**config.mk**
```make
export PLATFORM = sky130hd
export DESIGN_NAME = han_carlson_subtractor_pipe
export DESIGN_NICKNAME = d
export VERILOG_FILES = /design/src/rtl/han_carlson_subtractor_pipe.sv
export SDC_FILE = /design/constraint.sdc
export NUM_CORES = 1
export LEC_CHECK = 0
export BUFFER_PORTS_ARGS = -buffer_cell sky130_fd_sc_hd__buf_4
export CORE_MARGIN = 1
export CORE_UTILIZATION = 55
export CTS_CLUSTER_SIZE = 25
export DETAILED_ROUTE_END_ITERATION = 10
export MAX_ROUTING_LAYER = met4
export PLACE_DENSITY = 0.79
export SLEW_MARGIN = 10
export SYNTH_ARGS = -nofsm -noshare
export SYNTH_HDL_FRONTEND = slang
export SYNTH_SLANG_ARGS = --single-unit
```
**constraint.sdc**
```tcl
create_clock -name clk -period 5.29 [get_ports clk]
set_clock_uncertainty 0.1 [all_clocks]
set_input_delay 0.529 -clock clk [delete_from_list [all_inputs] [get_ports clk]]
set_output_delay 0.529 -clock clk [all_outputs]
set_load 0.005 [all_outputs]
```
**src/rtl/han_carlson_subtractor_pipe.sv**
```systemverilog
// 16-bit three-stage pipelined subtractor (a + ~b + 1) on a Han-Carlson prefix tree,
// with valid/ready flow control, per-stage bubble collapsing and a sideband tag.
module han_carlson_subtractor_pipe #(
    parameter int unsigned TAG_W = 4
) (
    input  logic             clk,
    input  logic             rst_n,
    input  logic             in_valid,
    output logic             in_ready,
    input  logic [15:0]      a,
    input  logic [15:0]      b,
    input  logic [TAG_W-1:0] in_tag,
    output logic             out_valid,
    input  logic             out_ready,
    output logic [15:0]      diff,
    output logic             borrow,
    output logic             ovf,
    output logic             zero,
    output logic [TAG_W-1:0] out_tag
);

    logic             v1_q, v2_q, v3_q;
    logic             free1, free2, free3;
    logic [15:0]      s1_p_q, s1_g_q, s1_pp_q;
    logic             s1_a15_q, s1_b15_q;
    logic [TAG_W-1:0] s1_tag_q;
    logic [15:0]      s2_p_q, s2_g_q, s2_pp_q;
    logic             s2_a15_q, s2_b15_q;
    logic [TAG_W-1:0] s2_tag_q;
    logic [15:0]      diff_q;
    logic             borrow_q, ovf_q, zero_q;
    logic [TAG_W-1:0] tag_q;

    logic [15:0] p_in, gg_in, s1_g_d, s1_pp_d;
    logic [15:0] lvl2_g, lvl2_pp, s2_g_d, s2_pp_d;
    logic [15:0] carry, diff_d;
    logic        borrow_d, ovf_d, zero_d;
    logic        unused_pp;

    // A stage is free when empty or when it hands its content downstream this cycle.
    assign free3    = !v3_q || out_ready;
    assign free2    = !v2_q || free3;
    assign free1    = !v1_q || free2;
    assign in_ready = free1;

    // Stage 1: bit propagate/generate with the carry-in folded into bit 0, then odd pairs.
    always_comb begin
        p_in     = a ^ ~b;
        gg_in    = a & ~b;
        gg_in[0] = gg_in[0] | p_in[0];
        s1_g_d   = gg_in;
        s1_pp_d  = p_in;
        for (int unsigned i = 1; i < 16; i += 2) begin
            s1_g_d[i]  = gg_in[i] | (p_in[i] & gg_in[i-1]);
            s1_pp_d[i] = p_in[i] & p_in[i-1];
        end
    end

    // Stage 2: odd-bit groups widen to 4 then 8 bits.
    always_comb begin
        lvl2_g  = s1_g_q;
        lvl2_pp = s1_pp_q;
        for (int unsigned i = 3; i < 16; i += 2) begin
            lvl2_g[i]  = s1_g_q[i] | (s1_pp_q[i] & s1_g_q[i-2]);
            lvl2_pp[i] = s1_pp_q[i] & s1_pp_q[i-2];
        end
        s2_g_d  = lvl2_g;
        s2_pp_d = lvl2_pp;
        for (int unsigned i = 5; i < 16; i += 2) begin
            s2_g_d[i]  = lvl2_g[i] | (lvl2_pp[i] & lvl2_g[i-4]);
            s2_pp_d[i] = lvl2_pp[i] & lvl2_pp[i-4];
        end
    end

    // Stage 3: finish odd carries at span 16, then fill even carries from their odd neighbour.
    always_comb begin
        carry = s2_g_q;
        for (int unsigned i = 9; i < 16; i += 2) begin
            carry[i] = s2_g_q[i] | (s2_pp_q[i] & s2_g_q[i-8]);
        end
        for (int unsigned i = 2; i < 16; i += 2) begin
            carry[i] = s2_g_q[i] | (s2_p_q[i] & carry[i-1]);
        end
        diff_d       = '0;
        diff_d[0]    = ~s2_p_q[0];
        diff_d[15:1] = s2_p_q[15:1] ^ carry[14:0];
        borrow_d     = ~carry[15];
        ovf_d        = (s2_a15_q != s2_b15_q) && (diff_d[15] != s2_a15_q);
        zero_d       = ~|diff_d;
    end

    // Group-propagate terms of bits that already reach bit 0 are not needed in stage 3.
    assign unused_pp = ^s2_pp_q;

    always_ff @(posedge clk) begin
        if (!rst_n) begin
            v1_q     <= 1'b0;
            v2_q     <= 1'b0;
            v3_q     <= 1'b0;
            s1_p_q   <= '0;
            s1_g_q   <= '0;
            s1_pp_q  <= '0;
            s1_a15_q <= 1'b0;
            s1_b15_q <= 1'b0;
            s1_tag_q <= '0;
            s2_p_q   <= '0;
            s2_g_q   <= '0;
            s2_pp_q  <= '0;
            s2_a15_q <= 1'b0;
            s2_b15_q <= 1'b0;
            s2_tag_q <= '0;
            diff_q   <= '0;
            borrow_q <= 1'b0;
            ovf_q    <= 1'b0;
            zero_q   <= 1'b0;
            tag_q    <= '0;
        end else begin
            if (free1) begin
                v1_q <= in_valid;
                if (in_valid) begin
                    s1_p_q   <= p_in;
                    s1_g_q   <= s1_g_d;
                    s1_pp_q  <= s1_pp_d;
                    s1_a15_q <= a[15];
                    s1_b15_q <= b[15];
                    s1_tag_q <= in_tag;
                end
            end
            if (free2) begin
                v2_q <= v1_q;
                if (v1_q) begin
                    s2_p_q   <= s1_p_q;
                    s2_g_q   <= s2_g_d;
                    s2_pp_q  <= s2_pp_d;
                    s2_a15_q <= s1_a15_q;
                    s2_b15_q <= s1_b15_q;
                    s2_tag_q <= s1_tag_q;
                end
            end
            if (free3) begin
                v3_q <= v2_q;
                if (v2_q) begin
                    diff_q   <= diff_d;
                    borrow_q <= borrow_d;
                    ovf_q    <= ovf_d;
                    zero_q   <= zero_d;
                    tag_q    <= s2_tag_q;
                end
            end
        end
    end

    assign out_valid = v3_q;
    assign diff      = diff_q;
    assign borrow    = borrow_q;
    assign ovf       = ovf_q;
    assign zero      = zero_q;
    assign out_tag   = tag_q;

endmodule

```
==> results of run 1 <==
## layer usage
metal | global-route usage [%] | share of wire, %
met5 | - | 0
met4 | 10.4 | 1.5
met3 | 6.26 | 6.0
met2 | 40.5 | 48
met1 | 32.4 | 45
## metrics by stage
stage               hold WS (ns)  utilization [%]  instance area, sq um
finish                     0.161             71.7                  5650
global route               0.172             71.7                  5650
CTS                        0.152             71.7                  5650
detailed placement         0.344             64.1                  5060
global placement           0.339             64.1                  5060
floorplan                  0.332                -                  4570
## path summary, 6_finish.rpt
kind / endpoint / slack [ns] / cells after the start
max: s1_pp_q[11]$_SDFFE_PN0P_ / 3.24 / 4
min: s1_tag_q[3]$_SDFFE_PN0P_ / 0.16 / 3
max reg2reg: s1_pp_q[11]$_SDFFE_PN0P_ / 3.24 / 4
min reg2reg: s2_g_q[8]$_SDFFE_PN0P_ / 0.35 / 2
## sequential cells by signal, summed over array words and instances, names as in the netlist, 4 cells and up
signal / count
diff: 16
s2_p_q: 16
s1_pp_q: 7
s2_pp_q: 4
s2_g_q: 16
s1_g_q: 16
out_tag: 4
s2_tag_q: 4
s1_p_q: 16
s1_tag_q: 4
## cell usage after synthesis
cell      count
nand2_1     172
nand3_1      10
or3b_1        1
a21o_1        3
xnor2_1       8
dfxtp_1     113
nor2_1       25
or4_1         2
a211oi_1     11
o31ai_1       1
and3_1        1
a311oi_1      1
nand4b_1      1
o21ai_1       1
clkbuf_1     16
a31oi_1       1
buf_2        18
inv_1        20
and3b_1       1
nand3b_1      2
nor4_1        1
a21boi_0      4
a21oi_4       1
nor2b_1       6
and2_1        2
nor3_1        9
nor2_2        2
o21ai_0      10
a21oi_1     100
ha_1         23
nand2b_1      1
nand4_1       3
## layout make-up
class	instances	area, sq um	share of cell area (%)
Clock buffer	19	432	7.63
Clock inverter	13	163	2.88
Inverter	20	75.1	1.33
Multi-Input combinational cell	403	2080	36.9
Sequential cell	113	2260	40.0
Tap cell	102	128	2.26
Timing Repair Buffer	68	510	9.03
## report_power, final
part / total (uW) / internal (uW) / switching (uW)
clock network: 1130 / 729 / 403
logic: 160 / 67.7 / 91.9
registers: 912 / 886 / 25.7
total: 2200 / 1680 / 520
## cells by family after synthesis
family | count (synthesis) | share of synthesized area (%)
DFF | 113 | 49.5
AOI/OAI and AO/OA | 133 | 16.0
and+or+nand+nor | 239 | 21.7
buffers and inverters | 54 | 4.93
xor gates and xnor gates | 8 | 1.53
adders and majority gates | 23 | 6.30
## critical path, delay by kind of cell (launching register included)
kind / cells / cell delay, ns
DFF: 1 / 0.35
AOI/OAI and AO/OA: 2 / 1.09
and+or+nand+nor: 2 / 0.42
==> metrics.md, run 1 <==
| Metric | Value |
|---|---|
| Outcome | `completed` |
| # Post-CTS Setup Buffers | `0` |
| Static leakage power | `0.00232 uW` |
| Filler-free cell count of the finished design | `738` |
| Total Power | `2200 uW` |
| DIE AREA | `8670 sq um` |
| Library cell with the largest summed area after synthesis | `dfxtp_1` |
| Area growth syn-to-layout | `23.8%` |
| DRT iter0 DRCs | `361` |
| Path class of the lowest-slack min-delay path | `input port to flop` |
| Achievable clock frequency | `487 MHz` |
| Number of input and output port buffers inserted | `64` |
| MaxCap Viol Count | `0` |
| CP startpoint | `v2_q$_SDFFE_PN0P_` |
| Number of clock sinks | `113` |
| Clock latency on the worst-skew pair | `0.52 ns` |
| Via density per instance | `5.42` |
| CTS tree | `done` |
| Average wire per standard cell | `14.0 um` |
| Smallest setup slack after layout | `3.24 ns` |
| Portion of synthesized cell area occupied by the leading cell type | `49.5%` |
| Die outline width | `93.1 um` |
| Vias in the first global route | `3711` |
| Min-Delay Startpoint | `in_tag[3]` |
| Deepest level of the CTS H-tree | `4` |
| Iteration count of the initial detailed-routing pass | `5` |
| Core Region | `7890 sq um` |
| Fraction of layout cells with a size suffix above 1 | `16.5%` |
| Min cycle time layout | `2.05 ns` |
| Slowest stage cell, crit path | `a21oi_4` |
| Synth warn | `0` |
| Worst R2R Start | `v2_q$_SDFFE_PN0P_` |
| Worst relative slew slack | `25.4%` |
| Global route total overflow | `0` |
| Most common cell after layout, fill and taps aside | `nand2_1` |
| Count of state elements after synthesis | `113` |
| Final setup violating endpoints | `0` |
| Post-Syn Area | `4570 sq um` |
| Number of placed I/O pins | `65` |
| Starting density of the core | `57.9%` |
| CTS clk-pin slew, worst paths | `0.06 ns` |
| Number of antenna violations at the first check in global routing | `0` |
| Global-route usage over all layers | `25.9%` |
| Total via count after detailed routing | `3998` |
| Average size of a mapped cell | `8.01 sq um` |
| Net Count, Synth | `633` |
| Category of the critical setup timing path | `flop to flop` |
| Clk Tree Root Cell | `clkbuf_8` |
| Post-placement worst setup slack | `2.99 ns` |
| Leading cell types in the layout, fill and taps excluded | `172 x nand2_1, 113 x dfxtp_1, 100 x a21oi_1, 68 x buf_4, 25 x nor2_1` |
| Die Ht | `93.1 um` |
| Routability cong. | `0.845` |
| Max-slew violation total from the final report | `0` |
| Data arrival, critical path | `2.39 ns` |
| Number of fillers in the final layout | `614` |
| Final #Nets | `686` |
| Cell-by-cell listing of the critical path | `and3b_1 -> a21oi_4 -> nand3_1 -> a21boi_0` |
| Setup tns final | `0 ns` |
| Antenna diode count | `0` |
| Pin count of the biggest net entering global routing | `54` |
| Number of standard cells after synthesis | `570` |
| Category of the worst setup path launch point | `flop` |
| First-pass GRT wire length | `17.0 mm` |
| Maximum net fanout on the critical path | `46` |
| Slew @ Worst Pin | `1.12 ns` |
| Half-perimeter wire length after placement | `6.50 mm` |
| Worst vdd ir | `289 uV` |
| Final clock period utilization by the worst path | `38.8%` |
| Std cell rows | `32` |
| Required time of the critical path | `5.63 ns` |
| Power Dens Cells | `390 nW/um^2` |
| Final count of hold timing violations | `0` |
| Post-synthesis sequential area ratio | `49.5%` |
| Num CTS Buffers | `17` |
| Cells resized by post-CTS repair | `0` |
| RSZ-0062 raised after global routing | `no` |
| Crit. End Element | `flop` |
| Antenna violation net count after detailed routing | `0` |
| Final routed DRC violation total | `0` |
| Routed WL | `10.3 mm` |
| Largest buffer count on any clock path | `2` |
| Count of distinct cell types in the synthesized netlist | `32` |
| Hold-fix buffers, CTS | `0` |
| Count of placed standard cells including taps | `706` |
| Max stage delay on crit path | `0.88 ns` |
| Area contributors post-synth | `dfxtp_1 50%, nand2_1 14%, a21oi_1 11%` |
Note: power is estimated with default switching activity, not from simulation.
==> inputs of run 2 (changes only) <==
==> constraint.sdc (replaced) <==
create_clock -name clk -period 2.15 [get_ports clk]
set_clock_uncertainty 0.1 [all_clocks]
set_input_delay 0.215 -clock clk [delete_from_list [all_inputs] [get_ports clk]]
set_output_delay 0.215 -clock clk [all_outputs]
set_load 0.005 [all_outputs]
==> metrics.md, run 2 (synthesized netlist as in run 1, its figures left out) <==
| Metric | Value |
|---|---|
| Half-perimeter wire length after placement | `6.97 mm (+7.2%)` |
| Clk Tree Root Cell | `clkbuf_8` |
| Clock latency on the worst-skew pair | `0.52 ns (about the same)` |
| Reported net switching power | `1290 uW (+150%)` |
| Slew @ Worst Pin | `0.679 ns (-0.438 ns)` |
| Internal power contribution | `4630 uW (+180%)` |
| CTS tree | `done` |
| Power Dens Cells | `1000 nW/um^2 (+160%)` |
| Final #Nets | `700 (+2.0%)` |
| Std cell rows | `32 (unchanged)` |
| Die Ht | `93.1 um (unchanged)` |
| Number of fillers in the final layout | `558 (-9.1%)` |
| Die outline width | `93.1 um (unchanged)` |
| Global-route usage over all layers | `28.4% (+2.5 points)` |
| Category of the critical setup timing path | `flop to flop` |
| Path class of the lowest-slack min-delay path | `input port to flop` |
| Multi-input logic area | `2080 sq um (unchanged)` |
| Static leakage power | `0.00244 uW (+5.3%)` |
| Final routed DRC violation total | `0 (unchanged)` |
| Reg area | `2260 sq um (unchanged)` |
| DIE AREA | `8670 sq um (unchanged)` |
| Min cycle time layout | `1.86 ns (-0.197 ns)` |
| Combinational share of power | `7.2% (about the same)` |
| Smallest setup slack after layout | `0.295 ns (-2.94 ns)` |
| Setup tns final | `0 ns (unchanged)` |
| Global route total overflow | `0 (unchanged)` |
| First-pass GRT wire length | `18.7 mm (+10%)` |
| Vias in the first global route | `4005 (+7.9%)` |
| Most common cell after layout, fill and taps aside | `nand2_1` |
| Final count of hold timing violations | `0 (unchanged)` |
| RSZ-0062 raised after global routing | `no` |
| MaxCap Viol Count | `0 (unchanged)` |
| Category of the worst setup path launch point | `flop` |
| Max-slew violation total from the final report | `0 (unchanged)` |
| Final clock period utilization by the worst path | `86.3% (+48 points)` |
| Worst vdd ir | `601 uV (+110%)` |
| DRT iter0 DRCs | `332 (-8.0%)` |
| Part of the total power dissipated in sequential elements | `37.9% (-3.5 points)` |
| # Post-CTS Setup Buffers | `0 (unchanged)` |
| Number of antenna violations at the first check in global routing | `0 (unchanged)` |
| CP startpoint | `s2_p_q[2]$_SDFFE_PN0P_` |
| Total via count after detailed routing | `4178 (+4.5%)` |
| Fraction of layout cells with a size suffix above 1 | `16.8% (+0.26 points)` |
| Number of clock sinks | `113 (unchanged)` |
| Required time of the critical path | `2.48 ns (-3.15 ns)` |
| Num CTS Buffers | `17 (unchanged)` |
| Leading cell types in the layout, fill and taps excluded | `172 x nand2_1, 113 x dfxtp_1, 100 x a21oi_1, 69 x buf_4, 25 x nor2_1` |
| Starting density of the core | `57.9% (unchanged)` |
| Data arrival, critical path | `2.19 ns (-0.20 ns)` |
| Antenna diode count | `0 (unchanged)` |
| Cells resized by post-CTS repair | `0 (unchanged)` |
| Switching share of total power | `21.8% (-1.8 points)` |
| CTS clk-pin slew, worst paths | `0.06 ns (about the same)` |
| Deepest level of the CTS H-tree | `4 (unchanged)` |
| Area growth syn-to-layout | `29.3%` |
| Final setup violating endpoints | `0 (unchanged)` |
| Filler-free cell count of the finished design | `752 (+1.9%)` |
| Iteration count of the initial detailed-routing pass | `5 (unchanged)` |
| Worst R2R Start | `s2_p_q[2]$_SDFFE_PN0P_` |
| Routability cong. | `0.830 (-1.7%)` |
| Via density per instance | `5.56 (+2.6%)` |
| Clock Power Share | `55.0% (+3.6 points)` |
| Count of placed standard cells including taps | `709 (+0.42%)` |
| Routed WL | `11.1 mm (+8.1%)` |
| Average wire per standard cell | `14.8 um (+6.1%)` |
| Pin count of the biggest net entering global routing | `47 (-13%)` |
| Crit. End Element | `flop` |
| Post-placement worst setup slack | `0.331 ns (-2.66 ns)` |
| Number of input and output port buffers inserted | `64 (unchanged)` |
| Number of placed I/O pins | `65 (unchanged)` |
| Achievable clock frequency | `539 MHz (+11%)` |
| Outcome | `completed` |
| Worst relative slew slack | `54.6% (+29 points)` |
| Antenna violation net count after detailed routing | `0 (unchanged)` |
| Min-Delay Startpoint | `a[10]` |
| Core Region | `7890 sq um (unchanged)` |
| Maximum net fanout on the critical path | `2 (-96%)` |
| Total Power | `5920 uW (+170%)` |
| Largest buffer count on any clock path | `2 (unchanged)` |
run 2: cell types whose count changed in the layout (fill, tap and decap cells not counted), sizes merged:
cell / before / now
clkinvlp: 3 / 1
clkinv: 7 / 5
dlygate4sd3: 0 / 11
buf: 68 / 71
clkbuf: 19 / 18
inv: 20 / 21
bufinv: 3 / 7
run 2: area by class of cell:
cell class / count / share of cell area, %
well taps: 102 / 2.16
clock inverters: 14 / 4.39
clock buffers: 18 / 7.25
repair buffers: 82 / 11.3
flip-flops and latches: 113 / 38.3
inverters: 20 / 1.27
multi-input cells: 403 / 35.3
run 2: what timing repair did:
item                                    in CTS  in global routing
hold endpoints to repair                    20                  0
endpoints found under the setup margin       0                  0
hold buffers                                11                  0
run 2: final timing paths:
check / slack, ns / depth (start not counted) / to
worst max-delay path: 0.29 / 5 / zero$_SDFFE_PN0P_
worst min-delay path: 0.01 / 4 / s1_p_q[10]$_SDFFE_PN0P_
worst max register to register: 0.29 / 5 / zero$_SDFFE_PN0P_
worst min register to register: 0.35 / 2 / s2_g_q[8]$_SDFFE_PN0P_
run 2: critical path: stages, from the launching register on:
cell and delay (ns):
dfxtp_1 0.32, ha_1 0.33, nor4_1 0.31, nand3b_1 0.11, or4_1 0.41, o31ai_1 0.20
run 2: per-stage QoR:
step / area (sq um) / hold slack (ns) / util, %
2_1_floorplan: 4570 / 0.251 / -
3_3_place_gp: 5110 / 0.341 / 64.8
3_5_place_dp: 5110 / 0.348 / 64.8
4_1_cts: 5900 / 0.00807 / 74.9
5_1_grt: 5900 / 0.0398 / 74.9
6_report: 5900 / 0.0132 / 74.9
run 2: power by group through the flow:
| stage | Sequential (uW) | Clock (uW) | Combinational [uW] |
|---|---|---|---|
| 2_1_floorplan | 2260 | 0 | 258 |
| 3_3_place_gp | 2280 | 0 | 384 |
| 3_5_place_dp | 2280 | 0 | 396 |
| 4_1_cts | 2240 | 3250 | 420 |
| 5_1_grt | 2250 | 3370 | 472 |
| 6_report | 2240 | 3260 | 424 |
run 2: per-layer routing:
metal / vias up / global-route usage [%] / part of all wire [%] / wire (um)
li1: 2032 / - / - / -
met1: 1955 / 35.3 / 42 / 4700
met2: 168 / 45.1 / 49 / 5470
met3: 23 / 6.59 / 6.8 / 759
met4: 0 / 10.6 / 1.8 / 197
met5: - / - / 0 / 0
==> inputs of run 3 (changes only) <==
--- a/config.mk
+++ b/config.mk
@@ -7,11 +7,10 @@
 export LEC_CHECK = 0
 export BUFFER_PORTS_ARGS = -buffer_cell sky130_fd_sc_hd__buf_4
 export CORE_MARGIN = 1
-export CORE_UTILIZATION = 55
+export CORE_UTILIZATION = 56
 export CTS_CLUSTER_SIZE = 25
 export DETAILED_ROUTE_END_ITERATION = 10
-export MAX_ROUTING_LAYER = met4
-export PLACE_DENSITY = 0.79
+export PLACE_DENSITY = 0.8
 export SLEW_MARGIN = 10
 export SYNTH_ARGS = -nofsm -noshare
 export SYNTH_HDL_FRONTEND = slang
==> metrics.md, run 3 (synthesized netlist as in run 1, its figures left out) <==
| Metric | Value |
|---|---|
| Fraction of layout cells with a size suffix above 1 | `16.6% (-0.13 points)` |
| Leading cell types in the layout, fill and taps excluded | `172 x nand2_1, 113 x dfxtp_1, 100 x a21oi_1, 69 x buf_4, 25 x nor2_1` |
| CTS clk-pin slew, worst paths | `0.06 ns (about the same)` |
| Cell depth of the worst flop-to-flop path | `6 (+1)` |
| Required time of the critical path | `2.47 ns (about the same)` |
| Std cell rows | `32 (unchanged)` |
| Maximum net fanout on the critical path | `3 (+1)` |
| DRT iter0 DRCs | `227 (-32%)` |
| Num CTS Buffers | `17 (unchanged)` |
| Starting density of the core | `58.5% (+0.59 points)` |
| Terminus of the critical flop-to-flop path | `zero$_SDFFE_PN0P_` |
| Largest buffer count on any clock path | `2 (unchanged)` |
| Pin count of the biggest net entering global routing | `103 (+120%)` |
| Routability cong. | `0.810 (-2.4%)` |
| Number of input and output port buffers inserted | `64 (unchanged)` |
| Max-slew violation total from the final report | `0 (unchanged)` |
| MaxCap Viol Count | `0 (unchanged)` |
| Worst setup slack for register-to-register paths | `0.29 ns (about the same)` |
| Final setup violating endpoints | `0 (unchanged)` |
| Die outline width | `92.3 um (-0.88%)` |
| CTS tree | `done` |
| First-pass GRT wire length | `18.2 mm (-2.6%)` |
| Antenna violation net count after detailed routing | `0 (unchanged)` |
| Category of the worst setup path launch point | `flop` |
| Achievable clock frequency | `536 MHz (-0.51%)` |
| Routed WL | `10.7 mm (-3.7%)` |
| Static leakage power | `0.00238 uW (-2.6%)` |
| Outcome | `completed` |
| Final routed DRC violation total | `0 (unchanged)` |
| Clock latency on the worst-skew pair | `0.51 ns (about the same)` |
| RSZ-0062 raised after global routing | `no` |
| Global-route usage over all layers | `27.4% (-1.0 points)` |
| Final clock period utilization by the worst path | `86.7% (+0.44 points)` |
| Slew @ Worst Pin | `0.665 ns (-0.0143 ns)` |
| Average wire per standard cell | `14.3 um (-3.6%)` |
| Setup tns final | `0 ns (unchanged)` |
| Area growth syn-to-layout | `27.3%` |
| Vias in the first global route | `3892 (-2.8%)` |
| Deepest level of the CTS H-tree | `4 (unchanged)` |
| # Post-CTS Setup Buffers | `0 (unchanged)` |
| Number of antenna violations at the first check in global routing | `0 (unchanged)` |
| Via density per instance | `5.47 (-1.6%)` |
| Number of placed I/O pins | `65 (unchanged)` |
| Crit. End Element | `flop` |
| Global route total overflow | `0 (unchanged)` |
| Number of clock sinks | `113 (unchanged)` |
| Path class of the lowest-slack min-delay path | `input port to flop` |
| Endpoint of the most critical setup path | `zero$_SDFFE_PN0P_` |
| Iteration count of the initial detailed-routing pass | `4 (-1)` |
| Data arrival, critical path | `2.18 ns (about the same)` |
| Count of placed standard cells including taps | `708 (-0.14%)` |
| Min cycle time layout | `1.86 ns (+0.00946 ns)` |
| Half-perimeter wire length after placement | `6.76 mm (-3.0%)` |
| Worst vdd ir | `518 uV (-14%)` |
| CP startpoint | `s2_g_q[1]$_SDFFE_PN0P_` |
| Core Region | `7810 sq um (-1.0%)` |
| Clk Tree Root Cell | `clkbuf_8` |
| Final #Nets | `699 (-0.14%)` |
| DIE AREA | `8520 sq um (-1.7%)` |
| Die Ht | `92.3 um (-0.88%)` |
| Final count of hold timing violations | `0 (unchanged)` |
| Power Dens Cells | `944 nW/um^2 (-5.8%)` |
| Min-Delay Startpoint | `a[10]` |
| Antenna diode count | `0 (unchanged)` |
| Most common cell after layout, fill and taps aside | `nand2_1` |
| Filler-free cell count of the finished design | `751 (-0.13%)` |
| Total via count after detailed routing | `4105 (-1.7%)` |
| Worst R2R Start | `s2_g_q[1]$_SDFFE_PN0P_` |
| Category of the critical setup timing path | `flop to flop` |
| Worst relative slew slack | `55.6% (+0.96 points)` |
[run 3: cell types whose count changed in the layout (fill, tap and decap cells not counted)]
cell        before  now
bufinv_16        7    3
clkinv_2         3    1
clkinvlp_4       1    6
buf_12           2    1
clkbuf_8         2    4
inv_6            1    0
[run 3: area by class of cell]
| cell class | count | area, sq um |
|---|---|---|
| Clock inverter | 12 | 158 |
| Timing Repair Buffer | 81 | 648 |
| Sequential cell | 113 | 2260 |
| Clock buffer | 20 | 455 |
| Multi-Input combinational cell | 403 | 2080 |
| Fill cell | 555 | 2000 |
| Inverter | 20 | 75.1 |
| Tap cell | 102 | 128 |
[run 3: repair_timing]
item,CTS,global route
hold buffers,11,0
resized for setup,0,0
endpoints found under the hold margin,19,0
[run 3: worst max-delay path, cell delays in order, from the launching register on]
cell	delay (ns)
dfxtp_1	0.33
a21o_1	0.18
ha_1	0.18
nor2_1	0.15
xnor2_1	0.12
or4_1	0.52
o31ai_1	0.19
[run 3: how the worst min path moves through the flow]
stage | to | slack, ns | depth (start not counted)
6_report | s1_p_q[10]$_SDFFE_PN0P_ | 0.02 | 4
5_1_grt | s1_p_q[10]$_SDFFE_PN0P_ | 0.03 | 4
4_1_cts | s1_p_q[14]$_SDFFE_PN0P_ | 0.008 | 4
3_5_place_dp | s2_a15_q$_SDFFE_PN0P_ | 0.34 | 2
3_3_place_gp | s2_pp_q[13]$_SDFFE_PN0P_ | 0.34 | 2
2_1_floorplan | s1_a15_q$_SDFFE_PN0P_ | 0.25 | 2
[run 3: report_power, final]
part	internal, uW	switching (uW)
sequential	2180	63.4
combinational	183	231
clock	1860	974
total	4220	1270
[run 3: routing by layer]
metal  share of wire (%)  GRT usage [%]  wire, um  vias up
met5                   0              0         0        -
met4                 1.4           9.38       149        0
met3                 6.0           6.98       646       18
met2                  50           44.5      5340      140
met1                  43           35.5      4580     1921
li1                    -              -         -     2026
[run 3: per-stage QoR]
| stage | setup WS, ns | instance area (sq um) | power (uW) | util (%) | hold slack [ns] |
|---|---|---|---|---|---|
| after floorplan | 0.476 | 4570 | 2520 | - | 0.251 |
| after detailed placement | 0.349 | 5090 | 2670 | 65.2 | 0.343 |
| after CTS | 0.266 | 5810 | 5500 | 74.4 | 0.00815 |
| final | 0.285 | 5810 | 5490 | 74.4 | 0.0246 |
| after global routing | 0.165 | 5810 | 5670 | 74.4 | 0.0284 |
| after global placement | 0.404 | 5090 | 2660 | 65.2 | 0.339 |
